===== src/rtl/sdram_arbit_pkg.sv =====
// sdram_para: encodings shared by the SDRAM sub-controllers (init, auto-refresh,
// write, read) and by the arbiter that multiplexes them onto the pins.
// Commands are {cs_n, ras_n, cas_n, we_n}.
package sdram_para;

    localparam int CMD_W  = 4;
    localparam int ADDR_W = 13;
    localparam int BANK_W = 2;

    localparam logic [CMD_W-1:0] CMD_NOP  = 4'b0111;
    localparam logic [CMD_W-1:0] CMD_PALL = 4'b0010;
    localparam logic [CMD_W-1:0] CMD_AREF = 4'b0001;
    localparam logic [CMD_W-1:0] CMD_MRS  = 4'b0000;
    localparam logic [CMD_W-1:0] CMD_ACT  = 4'b0011;
    localparam logic [CMD_W-1:0] CMD_WR   = 4'b0100;
    localparam logic [CMD_W-1:0] CMD_RD   = 4'b0101;

    // Arbiter states
    typedef enum logic [2:0] {
        S_INIT  = 3'd0,
        S_ARBIT = 3'd1,
        S_AREF  = 3'd2,
        S_WRITE = 3'd3,
        S_READ  = 3'd4
    } arb_state_t;

endpackage


===== src/rtl/sdram_arbit_if.sv =====
// sdram_arbit_if: bundle between the SDRAM sub-controllers and the arbiter.
//   init_*  : init sequencer command/address and its done level
//   aref_*  : refresh request pulse, end pulse, command/address
//   wr_*    : writer request level, end pulse, command/address/bank
//   rd_*    : reader request level, end pulse, command/address/bank
//   *_en    : per-controller grant, ref_pend : refresh waiting
//   sdram_* : registered SDRAM command/address/bank pins
// modport master = sub-controller side, modport slave = arbiter side.
interface sdram_arbit_if;
    import sdram_para::*;

    logic                flag_init_end;
    logic [CMD_W-1:0]    init_cmd;
    logic [ADDR_W-1:0]   init_addr;

    logic                aref_req;
    logic                flag_aref_end;
    logic [CMD_W-1:0]    aref_cmd;
    logic [ADDR_W-1:0]   aref_addr;

    logic                wr_req;
    logic                flag_wr_end;
    logic [CMD_W-1:0]    wr_cmd;
    logic [ADDR_W-1:0]   wr_addr;
    logic [BANK_W-1:0]   wr_bank;

    logic                rd_req;
    logic                flag_rd_end;
    logic [CMD_W-1:0]    rd_cmd;
    logic [ADDR_W-1:0]   rd_addr;
    logic [BANK_W-1:0]   rd_bank;

    logic                aref_en;
    logic                wr_en;
    logic                rd_en;
    logic                ref_pend;

    logic [CMD_W-1:0]    sdram_cmd;
    logic [ADDR_W-1:0]   sdram_addr;
    logic [BANK_W-1:0]   sdram_bank;

    modport master (
        output flag_init_end, init_cmd, init_addr,
        output aref_req, flag_aref_end, aref_cmd, aref_addr,
        output wr_req, flag_wr_end, wr_cmd, wr_addr, wr_bank,
        output rd_req, flag_rd_end, rd_cmd, rd_addr, rd_bank,
        input  aref_en, wr_en, rd_en, ref_pend,
        input  sdram_cmd, sdram_addr, sdram_bank
    );

    modport slave (
        input  flag_init_end, init_cmd, init_addr,
        input  aref_req, flag_aref_end, aref_cmd, aref_addr,
        input  wr_req, flag_wr_end, wr_cmd, wr_addr, wr_bank,
        input  rd_req, flag_rd_end, rd_cmd, rd_addr, rd_bank,
        output aref_en, wr_en, rd_en, ref_pend,
        output sdram_cmd, sdram_addr, sdram_bank
    );

endinterface


===== src/rtl/sdram_arbit.sv =====
// sdram_arbit: holds traffic until init completes, latches refresh requests,
// grants one sub-controller at a time (refresh > write > read) and registers
// the granted controller's command/address/bank onto the SDRAM pins.
// Ports:
//   clk   : system clock
//   rst_n : asynchronous active-low reset
//   sif   : sdram_arbit_if.slave (requests/commands in, grants/pins out)
module sdram_arbit
    import sdram_para::*;
(
    input  logic          clk,
    input  logic          rst_n,
    sdram_arbit_if.slave  sif
);

    arb_state_t          r_state;
    arb_state_t          w_next;
    logic                r_ref_pend;

    logic [CMD_W-1:0]    w_cmd;
    logic [ADDR_W-1:0]   w_addr;
    logic [BANK_W-1:0]   w_bank;
    logic [CMD_W-1:0]    r_cmd;
    logic [ADDR_W-1:0]   r_addr;
    logic [BANK_W-1:0]   r_bank;

    always_ff @(posedge clk or negedge rst_n) begin
        if (!rst_n) r_state <= S_INIT;
        else        r_state <= w_next;
    end

    // End flags only matter in the state they belong to.
    always_comb begin
        w_next = r_state;
        case (r_state)
            S_INIT:  if (sif.flag_init_end) w_next = S_ARBIT;
            S_ARBIT: begin
                if      (r_ref_pend) w_next = S_AREF;
                else if (sif.wr_req) w_next = S_WRITE;
                else if (sif.rd_req) w_next = S_READ;
            end
            S_AREF:  if (sif.flag_aref_end) w_next = S_ARBIT;
            S_WRITE: if (sif.flag_wr_end)   w_next = S_ARBIT;
            S_READ:  if (sif.flag_rd_end)   w_next = S_ARBIT;
            default: w_next = S_INIT;
        endcase
    end

    // Refresh pending: a new request wins over the clear on the grant edge,
    // so a request landing on that edge is served as a second refresh.
    always_ff @(posedge clk or negedge rst_n) begin
        if (!rst_n)
            r_ref_pend <= 1'b0;
        else if (sif.aref_req && r_state != S_INIT)
            r_ref_pend <= 1'b1;
        else if (r_state == S_ARBIT && r_ref_pend)
            r_ref_pend <= 1'b0;
    end

    always_comb begin
        w_cmd  = CMD_NOP;
        w_addr = '0;
        w_bank = '0;
        case (r_state)
            S_INIT:  begin w_cmd = sif.init_cmd; w_addr = sif.init_addr; end
            S_AREF:  begin w_cmd = sif.aref_cmd; w_addr = sif.aref_addr; end
            S_WRITE: begin w_cmd = sif.wr_cmd; w_addr = sif.wr_addr; w_bank = sif.wr_bank; end
            S_READ:  begin w_cmd = sif.rd_cmd; w_addr = sif.rd_addr; w_bank = sif.rd_bank; end
            default: ;
        endcase
    end

    always_ff @(posedge clk or negedge rst_n) begin
        if (!rst_n) begin
            r_cmd  <= CMD_NOP;
            r_addr <= '0;
            r_bank <= '0;
        end else begin
            r_cmd  <= w_cmd;
            r_addr <= w_addr;
            r_bank <= w_bank;
        end
    end

    assign sif.aref_en    = (r_state == S_AREF);
    assign sif.wr_en      = (r_state == S_WRITE);
    assign sif.rd_en      = (r_state == S_READ);
    assign sif.ref_pend   = r_ref_pend;
    assign sif.sdram_cmd  = r_cmd;
    assign sif.sdram_addr = r_addr;
    assign sif.sdram_bank = r_bank;

endmodule


===== src/flat_wrapper.sv =====
// flat-port wrapper written by rule: the top's interface ports become plain ports
module sdram_arbit_flat import sdram_para::*;
  (clk, rst_n, sif_flag_init_end, sif_init_cmd, sif_init_addr, sif_aref_req, sif_flag_aref_end, sif_aref_cmd, sif_aref_addr, sif_wr_req, sif_flag_wr_end, sif_wr_cmd, sif_wr_addr, sif_wr_bank, sif_rd_req, sif_flag_rd_end, sif_rd_cmd, sif_rd_addr, sif_rd_bank, sif_aref_en, sif_wr_en, sif_rd_en, sif_ref_pend, sif_sdram_cmd, sif_sdram_addr, sif_sdram_bank);
  sdram_arbit_if sif_i ();
  input  logic clk;
  input  logic rst_n;
  input wire logic [$bits(sif_i.flag_init_end)-1:0] sif_flag_init_end;
  input wire logic [$bits(sif_i.init_cmd)-1:0] sif_init_cmd;
  input wire logic [$bits(sif_i.init_addr)-1:0] sif_init_addr;
  input wire logic [$bits(sif_i.aref_req)-1:0] sif_aref_req;
  input wire logic [$bits(sif_i.flag_aref_end)-1:0] sif_flag_aref_end;
  input wire logic [$bits(sif_i.aref_cmd)-1:0] sif_aref_cmd;
  input wire logic [$bits(sif_i.aref_addr)-1:0] sif_aref_addr;
  input wire logic [$bits(sif_i.wr_req)-1:0] sif_wr_req;
  input wire logic [$bits(sif_i.flag_wr_end)-1:0] sif_flag_wr_end;
  input wire logic [$bits(sif_i.wr_cmd)-1:0] sif_wr_cmd;
  input wire logic [$bits(sif_i.wr_addr)-1:0] sif_wr_addr;
  input wire logic [$bits(sif_i.wr_bank)-1:0] sif_wr_bank;
  input wire logic [$bits(sif_i.rd_req)-1:0] sif_rd_req;
  input wire logic [$bits(sif_i.flag_rd_end)-1:0] sif_flag_rd_end;
  input wire logic [$bits(sif_i.rd_cmd)-1:0] sif_rd_cmd;
  input wire logic [$bits(sif_i.rd_addr)-1:0] sif_rd_addr;
  input wire logic [$bits(sif_i.rd_bank)-1:0] sif_rd_bank;
  output wire logic [$bits(sif_i.aref_en)-1:0] sif_aref_en;
  output wire logic [$bits(sif_i.wr_en)-1:0] sif_wr_en;
  output wire logic [$bits(sif_i.rd_en)-1:0] sif_rd_en;
  output wire logic [$bits(sif_i.ref_pend)-1:0] sif_ref_pend;
  output wire logic [$bits(sif_i.sdram_cmd)-1:0] sif_sdram_cmd;
  output wire logic [$bits(sif_i.sdram_addr)-1:0] sif_sdram_addr;
  output wire logic [$bits(sif_i.sdram_bank)-1:0] sif_sdram_bank;
  assign sif_i.flag_init_end = sif_flag_init_end;
  assign sif_i.init_cmd = sif_init_cmd;
  assign sif_i.init_addr = sif_init_addr;
  assign sif_i.aref_req = sif_aref_req;
  assign sif_i.flag_aref_end = sif_flag_aref_end;
  assign sif_i.aref_cmd = sif_aref_cmd;
  assign sif_i.aref_addr = sif_aref_addr;
  assign sif_i.wr_req = sif_wr_req;
  assign sif_i.flag_wr_end = sif_flag_wr_end;
  assign sif_i.wr_cmd = sif_wr_cmd;
  assign sif_i.wr_addr = sif_wr_addr;
  assign sif_i.wr_bank = sif_wr_bank;
  assign sif_i.rd_req = sif_rd_req;
  assign sif_i.flag_rd_end = sif_flag_rd_end;
  assign sif_i.rd_cmd = sif_rd_cmd;
  assign sif_i.rd_addr = sif_rd_addr;
  assign sif_i.rd_bank = sif_rd_bank;
  assign sif_aref_en = sif_i.aref_en;
  assign sif_wr_en = sif_i.wr_en;
  assign sif_rd_en = sif_i.rd_en;
  assign sif_ref_pend = sif_i.ref_pend;
  assign sif_sdram_cmd = sif_i.sdram_cmd;
  assign sif_sdram_addr = sif_i.sdram_addr;
  assign sif_sdram_bank = sif_i.sdram_bank;
  sdram_arbit u_core (.clk(clk), .rst_n(rst_n), .sif(sif_i));
endmodule

===== config.mk =====
export PLATFORM = sky130hd
export DESIGN_NAME = sdram_arbit_flat
export DESIGN_NICKNAME = d
export VERILOG_FILES = /design/src/rtl/sdram_arbit_pkg.sv /design/src/rtl/sdram_arbit_if.sv /design/src/rtl/sdram_arbit.sv /design/src/flat_wrapper.sv
export SDC_FILE = /design/constraint.sdc
export NUM_CORES = 1
export LEC_CHECK = 0
export ABC_AREA = 1
export CAP_MARGIN = 40
export CORE_UTILIZATION = 33
export CTS_BUF_LIST = sky130_fd_sc_hd__clkbuf_4
export CTS_CLUSTER_DIAMETER = 100
export DETAILED_ROUTE_END_ITERATION = 12
export PLACE_DENSITY = 0.79
export SETUP_SLACK_MARGIN = 0.3
export SYNTH_ARGS = -nofsm -noshare
export SYNTH_HDL_FRONTEND = slang
export SYNTH_SLANG_ARGS = --single-unit

===== constraint.sdc =====
create_clock -name clk -period 1.4 [get_ports clk]
set_clock_uncertainty 0.15 [all_clocks]
set_input_delay 0.14 -clock clk [delete_from_list [all_inputs] [get_ports clk]]
set_output_delay 0.14 -clock clk [all_outputs]
set_load 0.02 [all_outputs]

==> qor.json <==
{
  "timing": {
    "setup-tns-final_ps": -510,
    "maxSlewViolCount": 0,
    "rsz_0062_raised_after_global_routing": "yes",
    "tightest_slew_ps": 304,
    "setup_violations": 12,
    "finalCritPeriodShare_pct": 106,
    "max-slew-margin-rel_pct": 79.8,
    "min_hold_slack_ps": 21.3,
    "final_hold_viol_count": 0,
    "post-route-worst-setup-slack_ps": -86.7,
    "min_period_ps": 1490,
    "max_freq_mhz": 673
  },
  "power_and_ir_drop": {
    "power.density_cell_area_nw_per_um2": 1790,
    "vdd_drop_max_uv": 858,
    "leakagePower_nw": 1.24
  },
  "global_routing": {
    "grt_antenna_before_repair": 0,
    "grt_max_degree": 24,
    "grt_pass1_vias": 1542,
    "globalRouteTotalUtil_pct": 24.3,
    "grt_pass1_wl_microns": 7560,
    "grt_remaining_overflow": 0
  },
  "place": {
    "place.detailed.hpwl_microns": 3350,
    "pre_cts_ws_ps": -168,
    "port_buffers": 103,
    "final_gp_congestion": 0.887
  },
  "die": {
    "dieWidth_microns": 64.0,
    "floorplan.io_pins": 104,
    "std_cell_rows": 22,
    "core_area_sq_um": 3660,
    "die_outline_area_sq_um": 4090,
    "die_height_microns": 64.0,
    "starting_utilization_of_the_core_area_pct": 34.6
  },
  "clocking": {
    "clkSlewWorstSetupHoldPaths_ps": 130,
    "clockRootBuffer": "clkbuf_4",
    "ctsLongestPathBuffers": 2,
    "cts_tree": "built",
    "cts_sinks": 23,
    "cts.htree.levels": 1,
    "post_cts_hold_fix_bufs": 0,
    "tritoncts.num_buffers": 3,
    "worst_skew_pair.late_latency_ps": 320
  },
  "worst_setup_path": {
    "cp.buffers_inverters": 2,
    "worstPathCellList": "nor2_4, nand2_1, inv_2, buf_6",
    "cp_max_fo": 3,
    "critPathTopFamily": "flip-flops",
    "setup.worst_path.start_class": "register",
    "maximum_cell_stage_delay_along_the_critical_path_ps": 460,
    "setup.worst_path.class": "register to output pin",
    "worstPathRequired_ps": 1110,
    "worst_path_max_delay_cell": "dfrtp_2",
    "cp_data_arrival_time_ps": 1200,
    "worst_setup_path_end_kind": "output pin"
  },
  "synthesis": {
    "postSynthNetCount": 244,
    "netlist_area_sq_um": 1270,
    "yosysSeqAreaShare_pct": 45.7,
    "synth.top_cell.area_share_pct": 39.5,
    "synthesis.area_per_instance_sq_um": 7.78,
    "synthesis.yosys.warnings": 0,
    "syn-instance-count": 163,
    "synth.top_cells.by_area": "dfrtp_1 39%, nand2_1 18%, nand3_1 8.7%",
    "postSynthRegisterBits": 23,
    "netlist.top_cell.by_area": "dfrtp_1",
    "synth.distinct_cells": 22
  },
  "finish": {
    "multiInputGateArea_sq_um": 672,
    "num-nets-final": 372,
    "layout.cells.most_common": "clkdlybuf4s50_1",
    "final.fill_count": 234,
    "antenna-diode-count": 0,
    "post_route_cells_drive_above_1_share_pct": 32.1,
    "highest_count_cells_in_the_layout_ignoring_fill_and_taps": "80 x clkdlybuf4s50_1, 55 x nand2_1, 34 x buf_6, 18 x dfrtp_1, 16 x nand4_1",
    "synthToLayoutAreaGrowth_pct": 121,
    "seqCellArea_sq_um": 582
  },
  "route": {
    "via_per_inst": 5.23,
    "num_vias": 1768,
    "firstDrtPassIters": 5,
    "drc": 0,
    "drt_iter0_drc": 138,
    "drt.antenna.violating_nets": 0,
    "avgRoutedWirePerCell_microns": 17.0,
    "routed_wl_microns": 5750
  },
  "min_path": {
    "hold_wc_path_type": "input port to async pin"
  },
  "job": {
    "timing.max_cap.violations": 0
  },
  "outcome": {
    "result_of_the_run": "finished, violations left",
    "violations": "negative setup slack"
  }
}
-- Yosys cell counts --
master / n
a21oi_1: 1
a22o_1: 2
buf_2: 4
buf_4: 2
buf_6: 2
dfrtp_1: 20
dfstp_2: 3
inv_1: 7
inv_2: 5
nand2_1: 62
nand2_2: 1
nand3_1: 22
nand3_2: 2
nand3b_1: 1
nand4_1: 16
nor2_1: 2
nor2_2: 3
nor2_4: 2
nor3_1: 1
nor3b_2: 1
o21ai_0: 3
o21ai_1: 1
-- worst paths after layout --
kind,from,to,slack (ps),cells after the start
worst max-delay path,u_core.r_state[1],sif_rd_en,-90,4
worst min-delay path,rst_n,u_core.sif.sdram_bank[1],20,2
worst max register to register,u_core.r_state[0],u_core.sif.sdram_bank[0],-60,6
worst min register to register,u_core.sif.ref_pend,u_core.r_state[1],520,3
max in group asynchronous,rst_n,u_core.sif.sdram_cmd[0],790,2
min in group clk,sif_aref_req,u_core.sif.ref_pend,200,3
-- what timing repair did --
action	4_1_cts	5_1_grt
buffers inserted	8	4
endpoints found under the setup margin	46	46
cloned	1	2
resized for setup	154	25
pin swaps	5	15
-- where the power goes --
group | leakage, nW | internal [mW] | switching, mW
clock network | 0.0184 | 0.131 | 0.208
registers | 0.281 | 0.987 | 0.164
logic | 0.939 | 1.87 | 1.64
total | 1.24 | 2.99 | 2.01
-- layer usage --
layer | part of all wire (%) | global-route usage (%) | up-vias
met4 | 3.6 | 9.09 | 0
met5 | 0 | 0 | -
li1 | - | - | 798
met1 | 38 | 31.5 | 825
met3 | 9.4 | 3.39 | 21
met2 | 49 | 40.7 | 124
-- metrics by stage --
stage	cells	total power [mW]	utilization [%]	cell area, sq um
6_report	338	5.00	76.4	2800
5_1_grt	338	5.28	76.4	2800
4_1_cts	332	4.46	71.6	2620
3_5_place_dp	319	3.55	65.8	2410
3_3_place_gp	319	3.52	65.8	2410
2_1_floorplan	163	2.51	-	1310
-- state kept, by name, summed over array words and instances (netlist names) --
name                   flops
u_core.sif.sdram_cmd       4
u_core.r_state             3
u_core.sif.ref_pend        1
u_core.sif.sdram_bank      2
u_core.sif.sdram_addr     13
-- cells by family after synthesis --
logic type	count (synthesis)	share of synthesized area, %
compound gates	7	3.36
buf+inv	20	8.09
flops	23	45.7
simple gates	113	42.8
-- cell type report --
class | count | share of cell area, %
Inverter | 12 | 1.70
Sequential cell | 23 | 20.8
Clock buffer | 4 | 1.07
Timing Repair Buffer | 131 | 50.2
Tap cell | 48 | 2.15
Multi-Input combinational cell | 120 | 24.0
Note: power is estimated with default switching activity, not from simulation.
